$ cat src/rtl/message_assembler_pkg.sv
// Shared types and defaults for the message assembler.
// Holds the frame state enum, the default sync marker and default payload length.
package message_assembler_pkg;

   localparam logic [7:0] DEFAULT_SYNC    = 8'h7E;
   localparam int         DEFAULT_MAX_LEN = 16;

   typedef enum logic [2:0] {
      ST_HUNT,
      ST_LEN,
      ST_PAYLOAD,
      ST_CHECK,
      ST_DRAIN
   } asm_state_t;

   // Address width for a store of the given depth; never narrower than one bit.
   function automatic int addr_width(input int depth);
      return (depth > 1) ? $clog2(depth) : 1;
   endfunction

endpackage

$ cat src/rtl/message_assembler_buffer.sv
// Payload store for the message assembler.
// One synchronous write port, one asynchronous read port, storage is never reset.
module asm_buffer
   import message_assembler_pkg::*;
#(
   parameter int DEPTH = DEFAULT_MAX_LEN,
   parameter int AW    = addr_width(DEPTH)
) (
   input  logic          clock,
   input  logic          wrEn,
   input  logic [AW-1:0] wrAddr,
   input  logic [7:0]    wrData,
   input  logic [AW-1:0] rdAddr,
   output logic [7:0]    rdData
);

   logic [7:0] mem [DEPTH];

   // Capture payload bytes as they arrive.
   always_ff @(posedge clock) begin
      if (wrEn) begin
         mem[wrAddr] <= wrData;
      end
   end

   assign rdData = mem[rdAddr];

endmodule

$ cat src/rtl/message_assembler.sv
// Frame assembler: hunts for SYNC_BYTE, takes LEN, LEN payload bytes and an
// XOR checksum, then presents the payload on a valid/ready output port.
// Optional build macro ASSEMBLER_STATS_EN adds saturating chkErrCount and
// overrunCount outputs.
module message_assembler
   import message_assembler_pkg::*;
#(
   parameter int         MAX_LEN   = DEFAULT_MAX_LEN,
   parameter logic [7:0] SYNC_BYTE = DEFAULT_SYNC
) (
   input  logic       clock,
   input  logic       reset,
   input  logic [7:0] messageByte,
   input  logic       isNew,
   output logic [7:0] outByte,
   output logic       outValid,
   output logic       outLast,
   input  logic       outReady,
   output logic       chkErr,
   output logic       lenErr,
   output logic       overrun,
   output logic       busy
`ifdef ASSEMBLER_STATS_EN
   ,
   output logic [7:0] chkErrCount,
   output logic [7:0] overrunCount
`endif
);

   localparam int         AW        = addr_width(MAX_LEN);
   localparam logic [7:0] MAX_LEN_B = 8'(MAX_LEN);

   asm_state_t state, state_nxt;
   logic [7:0] len_q;
   logic [7:0] chk_q;
   logic [7:0] wr_idx;
   logic [7:0] rd_idx;
   logic [7:0] buf_rd;
   logic       buf_we;
   logic       len_bad;
   logic       chk_ok;
   logic       at_last;
   logic       hs;

   assign len_bad = (messageByte == 8'd0) || (messageByte > MAX_LEN_B);
   assign chk_ok  = (messageByte == chk_q);
   assign at_last = (rd_idx == len_q - 8'd1);
   assign hs      = (state == ST_DRAIN) && outReady;
   assign buf_we  = (state == ST_PAYLOAD) && isNew;

   asm_buffer #(
      .DEPTH (MAX_LEN),
      .AW    (AW)
   ) u_buffer (
      .clock  (clock),
      .wrEn   (buf_we),
      .wrAddr (wr_idx[AW-1:0]),
      .wrData (messageByte),
      .rdAddr (rd_idx[AW-1:0]),
      .rdData (buf_rd)
   );

   // State register.
   always_ff @(posedge clock or negedge reset) begin
      if (!reset) begin
         state <= ST_HUNT;
      end else begin
         state <= state_nxt;
      end
   end

   // Next-state: byte-driven through the frame, handshake-driven while draining.
   always_comb begin
      state_nxt = state;
      case (state)
         ST_HUNT: begin
            if (isNew && (messageByte == SYNC_BYTE)) state_nxt = ST_LEN;
         end
         ST_LEN: begin
            if (isNew) state_nxt = len_bad ? ST_HUNT : ST_PAYLOAD;
         end
         ST_PAYLOAD: begin
            if (isNew && (wr_idx == len_q - 8'd1)) state_nxt = ST_CHECK;
         end
         ST_CHECK: begin
            if (isNew) state_nxt = chk_ok ? ST_DRAIN : ST_HUNT;
         end
         ST_DRAIN: begin
            if (hs && at_last) state_nxt = ST_HUNT;
         end
         default: state_nxt = ST_HUNT;
      endcase
   end

   // Output decode: payload is presented straight from the buffer while draining.
   always_comb begin
      outValid = 1'b0;
      outByte  = 8'd0;
      outLast  = 1'b0;
      busy     = (state != ST_HUNT);
      if (state == ST_DRAIN) begin
         outValid = 1'b1;
         outByte  = buf_rd;
         outLast  = at_last;
      end
   end

   // Length, checksum, indices and one-cycle error pulses.
   always_ff @(posedge clock or negedge reset) begin
      if (!reset) begin
         len_q   <= 8'd0;
         chk_q   <= 8'd0;
         wr_idx  <= 8'd0;
         rd_idx  <= 8'd0;
         chkErr  <= 1'b0;
         lenErr  <= 1'b0;
         overrun <= 1'b0;
      end else begin
         chkErr  <= 1'b0;
         lenErr  <= 1'b0;
         overrun <= 1'b0;
         case (state)
            ST_LEN: begin
               if (isNew) begin
                  if (len_bad) begin
                     lenErr <= 1'b1;
                  end else begin
                     len_q  <= messageByte;
                     chk_q  <= messageByte;
                     wr_idx <= 8'd0;
                  end
               end
            end
            ST_PAYLOAD: begin
               if (isNew) begin
                  chk_q  <= chk_q ^ messageByte;
                  wr_idx <= wr_idx + 8'd1;
               end
            end
            ST_CHECK: begin
               if (isNew) begin
                  if (chk_ok) rd_idx <= 8'd0;
                  else        chkErr <= 1'b1;
               end
            end
            ST_DRAIN: begin
               if (hs)    rd_idx  <= rd_idx + 8'd1;
               if (isNew) overrun <= 1'b1;
            end
            default: ;
         endcase
      end
   end

`ifdef ASSEMBLER_STATS_EN
   // Counter increment that sticks at full scale.
   function automatic logic [7:0] sat_inc(input logic [7:0] v);
      return (v == 8'hFF) ? v : v + 8'd1;
   endfunction

   // Saturating event counters fed by the error pulses.
   always_ff @(posedge clock or negedge reset) begin
      if (!reset) begin
         chkErrCount  <= 8'd0;
         overrunCount <= 8'd0;
      end else begin
         if (chkErr)  chkErrCount  <= sat_inc(chkErrCount);
         if (overrun) overrunCount <= sat_inc(overrunCount);
      end
   end
`endif

endmodule

$ cat config.mk
export PLATFORM = sky130hd
export DESIGN_NAME = message_assembler
export DESIGN_NICKNAME = d
export VERILOG_FILES = /design/src/rtl/message_assembler_pkg.sv /design/src/rtl/message_assembler_buffer.sv /design/src/rtl/message_assembler.sv
export SDC_FILE = /design/constraint.sdc
export NUM_CORES = 1
export LEC_CHECK = 0
export CELL_PAD_IN_SITES_DETAIL_PLACEMENT = 0
export CELL_PAD_IN_SITES_GLOBAL_PLACEMENT = 1
export CORE_MARGIN = 2
export CORE_UTILIZATION = 38
export DETAILED_ROUTE_END_ITERATION = 12
export PLACE_DENSITY = 0.67
export SLEW_MARGIN = 20
export SYNTH_ARGS = -nofsm -noshare
export SYNTH_HDL_FRONTEND = slang
export SYNTH_HIERARCHICAL = 1
export SYNTH_SLANG_ARGS = --single-unit
$ cat constraint.sdc
create_clock -name clock -period 3.7 [get_ports clock]
set_input_delay 0.925 -clock clock [delete_from_list [all_inputs] [get_ports clock]]
set_output_delay 0.925 -clock clock [all_outputs]
set_load 0.05 [all_outputs]
After elaboration in Yosys (flattened, before gate mapping)
Memory sizes are Yosys's and may differ from the RTL's.
Index checks and enable logic that the tools add are counted.
{"block": "classes", "n_addsub": 3, "multipliers": 0, "n_div": 0, "magnitude_cmp": 1, "eq_ne": 17, "n_shift": 0, "n_mux": 33, "bitwise_logic": 2, "reduce_logical": 15}
{"op": "2-to-1 mux 8 bit", "count": 10}
{"op": "case mux 8 bit (2 select lines)", "count": 3}
{"op": "== test 8 bit", "count": 3}
{"op": "2-to-1 mux 3 bit", "count": 6}
{"op": "adder 8 x 1 -> 8 bit, second input constant", "count": 2}
{"op": "inequality test 2 bit, second input constant", "count": 8}
{"op": "case mux 3 bit (5 select lines)", "count": 1}
{"op": "2-to-1 mux 1 bit", "count": 12}
{"op": "== test 8 x 7 -> 1 bit, second input constant", "count": 1}
{"op": "greater-than comparator 8 x 5 -> 1 bit, second input constant", "count": 1}
{"op": "logical NOT 8 bit", "count": 1}
{"op": "AND reduction 4 bit", "count": 2}
{"op": "subtractor 8 x 1 -> 8 bit, second input constant", "count": 1}
{"op": "bitwise XOR 8 bit", "count": 1}
{"op": "== test 3 x 2 -> 1 bit, second input constant", "count": 2}
{"op": "logical AND 1 bit", "count": 5}
{"op": "AND reduction 5 bit", "count": 1}
{"op": "nonzero test 2 bit", "count": 2}
{"op": "== test 3 x 1 -> 1 bit, second input constant", "count": 1}
{"op": "== test 3 bit, second input constant", "count": 1}
{"op": "logical NOT 3 bit", "count": 1}
{"op": "AND reduction 3 bit", "count": 1}
{"op": "nonzero test 3 bit", "count": 1}
{"op": "2-to-1 mux 2 bit", "count": 1}
{"op": "3 further kinds", "count": 3}
{"block": "totals", "register_bits": 38, "latchBits": 0, "ramBits": 128, "mem_bits_ro": 0, "in_bits": 12, "output_inout_bits": 14, "wordCells": 80, "mem_count": 1}
{"memory": "u_buffer.mem", "words": 16, "word_bits": 8, "read_ports": 1, "rd_clocked_by_memory_dff": 0, "wr": 1, "line_no": "message_assembler_buffer.sv:17", "text": "logic [7:0] mem [DEPTH];"}

Depth between registers and ports, before layout
{"block": "depth", "depth_word": 5, "mapped_depth": 10, "mapped_depth_nobuf": 7}

By module
The synthesis kept the hierarchy.
{"module": "asm_buffer", "n_inst": 1, "cells_each": 221, "area_per_inst_um2": 4987.3, "seq_area_each_um2": 3843.7}
{"module": "message_assembler", "n_inst": 1, "cells_each": 267, "area_per_inst_um2": 2392.3, "seq_area_each_um2": 950.9}

Worst setup path before layout
OpenSTA, ideal clock, no wires.
{"block": "synth_path", "path_kind": "register -> output", "startpoint": "register len_q[0]", "endpoint": "output port outLast", "arrival_time_ps": 3228, "required_time_ps": 2775, "setup_slack_ps": -453, "stages_incl_launch_ff": 6, "path_buffers": 0, "cell_sequence": "dfrtp_1 -> or3_1 -> nor3_1 -> xor3_1 -> nand2b_1 -> nor4b_1"}
{"block": "synth_via", "elab_chain_len": 3}
{"element": "start, declared", "line_no": "message_assembler.sv:34", "text": "logic [7:0] len_q;"}
{"element": "start signal, assigned", "line_no": "message_assembler.sv:128", "text": "len_q <= messageByte;"}
{"element": "subtractor 8 x 1 -> 8 bit", "line_no": "message_assembler.sv:47", "text": "assign at_last = (rd_idx == len_q - 8'd1);"}
{"element": "== test 8 bit", "line_no": "message_assembler.sv:47"}
{"element": "2-to-1 mux 1 bit", "line_no": "message_assembler.sv:101", "text": "if (state == ST_DRAIN) begin"}
{"element": "end, declared", "line_no": "message_assembler.sv:17", "text": "output logic outLast,"}
Every way passes these cells.

Worst setup path in the final report
Same ends and word-level chain as after synthesis.

==> metrics.txt <==
Setup TNS Final=0 ps; grt total ovfl=0; Starting Density=39.06%; CP startpoint kind=register; GPL Wtd Cong=0.8158; Main synth FF type=edfxtp_1; fill count=1682; pin count of the biggest net entering global routing=39; synth warn=6; worst hold-check path type=reg2reg; relative slew slack=40.13%; synthesized cell area=7380 um^2; CTS root buffer=clkbuf_16; worst vdd ir=0.3212 mV; drt drc=0; Vert. Die Dim=143.4 um; final worst-path cycle share=94.10%; Net count, final=555; Post-Syn Instances=488; cell taking the most area after synthesis=edfxtp_1; count of final hold-check violations=0; Lkg Pwr=0.003065 uW; critical hold path startpoint=chk_q[5]; clock-pin slew on the worst setup and hold paths=70 ps; Worst Hold End=chk_q[5]; Max Cap Viol=0; die extent in x=143.4 um; P&R area growth vs syn=17.46%; die area=20550 um^2; worst-skew pair later-pin latency=430 ps; Pwr Density=450.4 nW/um^2; multi-input logic area=2426 um^2; Period minus WS final=3482 ps; CP required=2770 ps; H-tree Lvls=4; routed wire length=16.98 mm; Vias=4394; DR pass1 iterations=5; DRT iter0 DRCs=372; vias in the first global route=4409; CTS Buffer Depth=2; top post-synthesis cells by area=edfxtp_1 (52%), dfrtp_1 (13%), mux4_2 (5.5%), mux4_1 (5.0%), xnor2_1 (2.5%); Setup crit end kind=primary output; RSZ-0062 raised after global routing=false; status=finished, final reports clean; commonest non-fill, non-tap cell in the layout=edfxtp_1; Setup violations, final=0; initial antenna violation count=0; Wirelength per Cell=20.88 um; FF+latch count, synth=166; Pins Over Slew Limit=0; GRT Total Usage=17.53%; Ant. Diodes=0; Post-synth EDFFs=128; CP Max Fanout=6; post-synth net total=503; Min-Delay Path Depth=1; register area=4796 um^2; TritonCTS buffer count=17; top-area cell type share of the netlist area=52.09%; WHS=550.2 ps; ANT nets after route=0; Setup WS pre-CTS=250.7 ps; Yosys cell types=52; I/O pins=26; TritonCTS clock tree=done; asr flop ratio synth=22.89%; commonest cells after routing, fill and taps aside=edfxtp_1 (128), buf_4 (40), dfrtp_1 (37); Seq/Total Area, Yosys=64.97%; Final Skew=15.73 ps; share of cells above drive strength 1=19.71%; final core occ=45.88%; Final HPWL DP=11.50 mm; worst slew pin tran=898.0 ps; clock sink count=166; Worst Path Arrival=2560 ps; FF-to-FF setup slack=1160 ps; drt via density=5.405; fmax=287.2 MHz; r2r worst-path depth=5; Worst R2R Start=state[2]; number of buffers added on ports=25; core area=18890 um^2; crit path kind=reg2out; Cell Rows=50; worst reg2reg path endpoint=u_buffer/mem[0][1]; Avg Cell Area, Syn=15.12 um^2; postcts setup bufs=0; first-pass GRT wire length=25.96 mm; final worst slack=218.5 ps
## state kept, by name, indices dropped and copies added (netlist names)
signal / flops
overrun: 1
len_q: 8
chk_q: 8
chkErr: 1
state: 3
rd_idx: 8
lenErr: 1
u_buffer/mem: 128
wr_idx: 8
## cell usage after synthesis (2+ instances only)
master / instances
a21oi_1: 23
a22oi_1: 16
a311oi_1: 2
a31oi_1: 5
and2_1: 5
and3_1: 11
buf_2: 6
buf_4: 2
buf_6: 3
clkbuf_1: 10
clkdlybuf4s25_2: 3
dfrtp_1: 38
edfxtp_1: 128
ha_1: 3
inv_1: 5
mux2_2: 5
mux2i_1: 2
mux4_1: 14
mux4_2: 18
nand2_1: 28
nand2b_1: 4
nand3_1: 16
nand3b_1: 3
nand4_1: 8
nand4b_1: 2
nor2_1: 30
nor2b_1: 4
nor3_1: 13
nor4_1: 2
nor4b_1: 2
o21ai_0: 24
or3_1: 6
xnor2_1: 21
xor2_1: 8
## cell families (layout without fill, tap and decap cells)
logic type	count (synthesis)	after routing	share of synthesized area, %
AOI/OAI and AO/OA	77	77	6.579
xor gates and xnor gates	31	31	3.985
adders and majority gates	3	3	0.5087
buffers and inverters	30	95	2.306
DFF	166	166	64.97
muxes	39	39	11.51
and+or+nand+nor	142	142	10.14
## how the worst max path moves through the flow
stage	cells past startpoint	from	to
after floorplan	5	len_q[0]	outLast
after global placement	7	isNew	u_buffer/mem[0][4]
after detailed placement	7	isNew	u_buffer/mem[0][1]
after CTS	6	len_q[0]	outLast
after global routing	6	rd_idx[0]	outByte[2]
final	6	len_q[0]	outLast
## critical path, cell delays in order, from the launching register on
cell	delay, ps
dfrtp_1	450
or3_1	440
nor3_2	290
xor3_1	300
nand2b_1	160
nor4b_2	330
buf_12	180
## report_power, final
part           leakage [uW]  switching (uW)  total (uW)  internal [uW]
clock              0.000292             809        1780            969
combinational       0.00110            69.5         103           33.6
sequential          0.00167            9.30        2020           2010
## area by class of cell
| type | count | area share (%) |
|---|---|---|
| Sequential cell | 166 | 55.33 |
| Multi-Input combinational cell | 292 | 27.99 |
| Timing Repair Buffer | 58 | 5.716 |
| Clock buffer | 17 | 4.908 |
| Tap cell | 260 | 3.753 |
| Clock inverter | 15 | 2.093 |
| Inverter | 5 | 0.2165 |
## stage by stage
step,cell area (um^2),instances,power [uW]
after floorplan,7386,488,2093
after global placement,8056,781,2164
after detailed placement,8056,781,2166
after CTS,8663,813,3940
after global routing,8668,813,4026
final,8668,813,3905
## timing repair
action,CTS,global route
endpoints found under the setup margin,0,1
resized for setup,0,1
hold buffers,0,0
## layer usage
layer | GRT usage, % | up-vias | share of wire, %
met5 | 0 | - | 0
li1 | - | 2011 | -
met3 | 3.599 | 17 | 4.4
met2 | 28.31 | 118 | 49
met4 | 5.212 | 0 | 1.1
met1 | 24.18 | 2248 | 45
(Power assumes the default switching activity.)
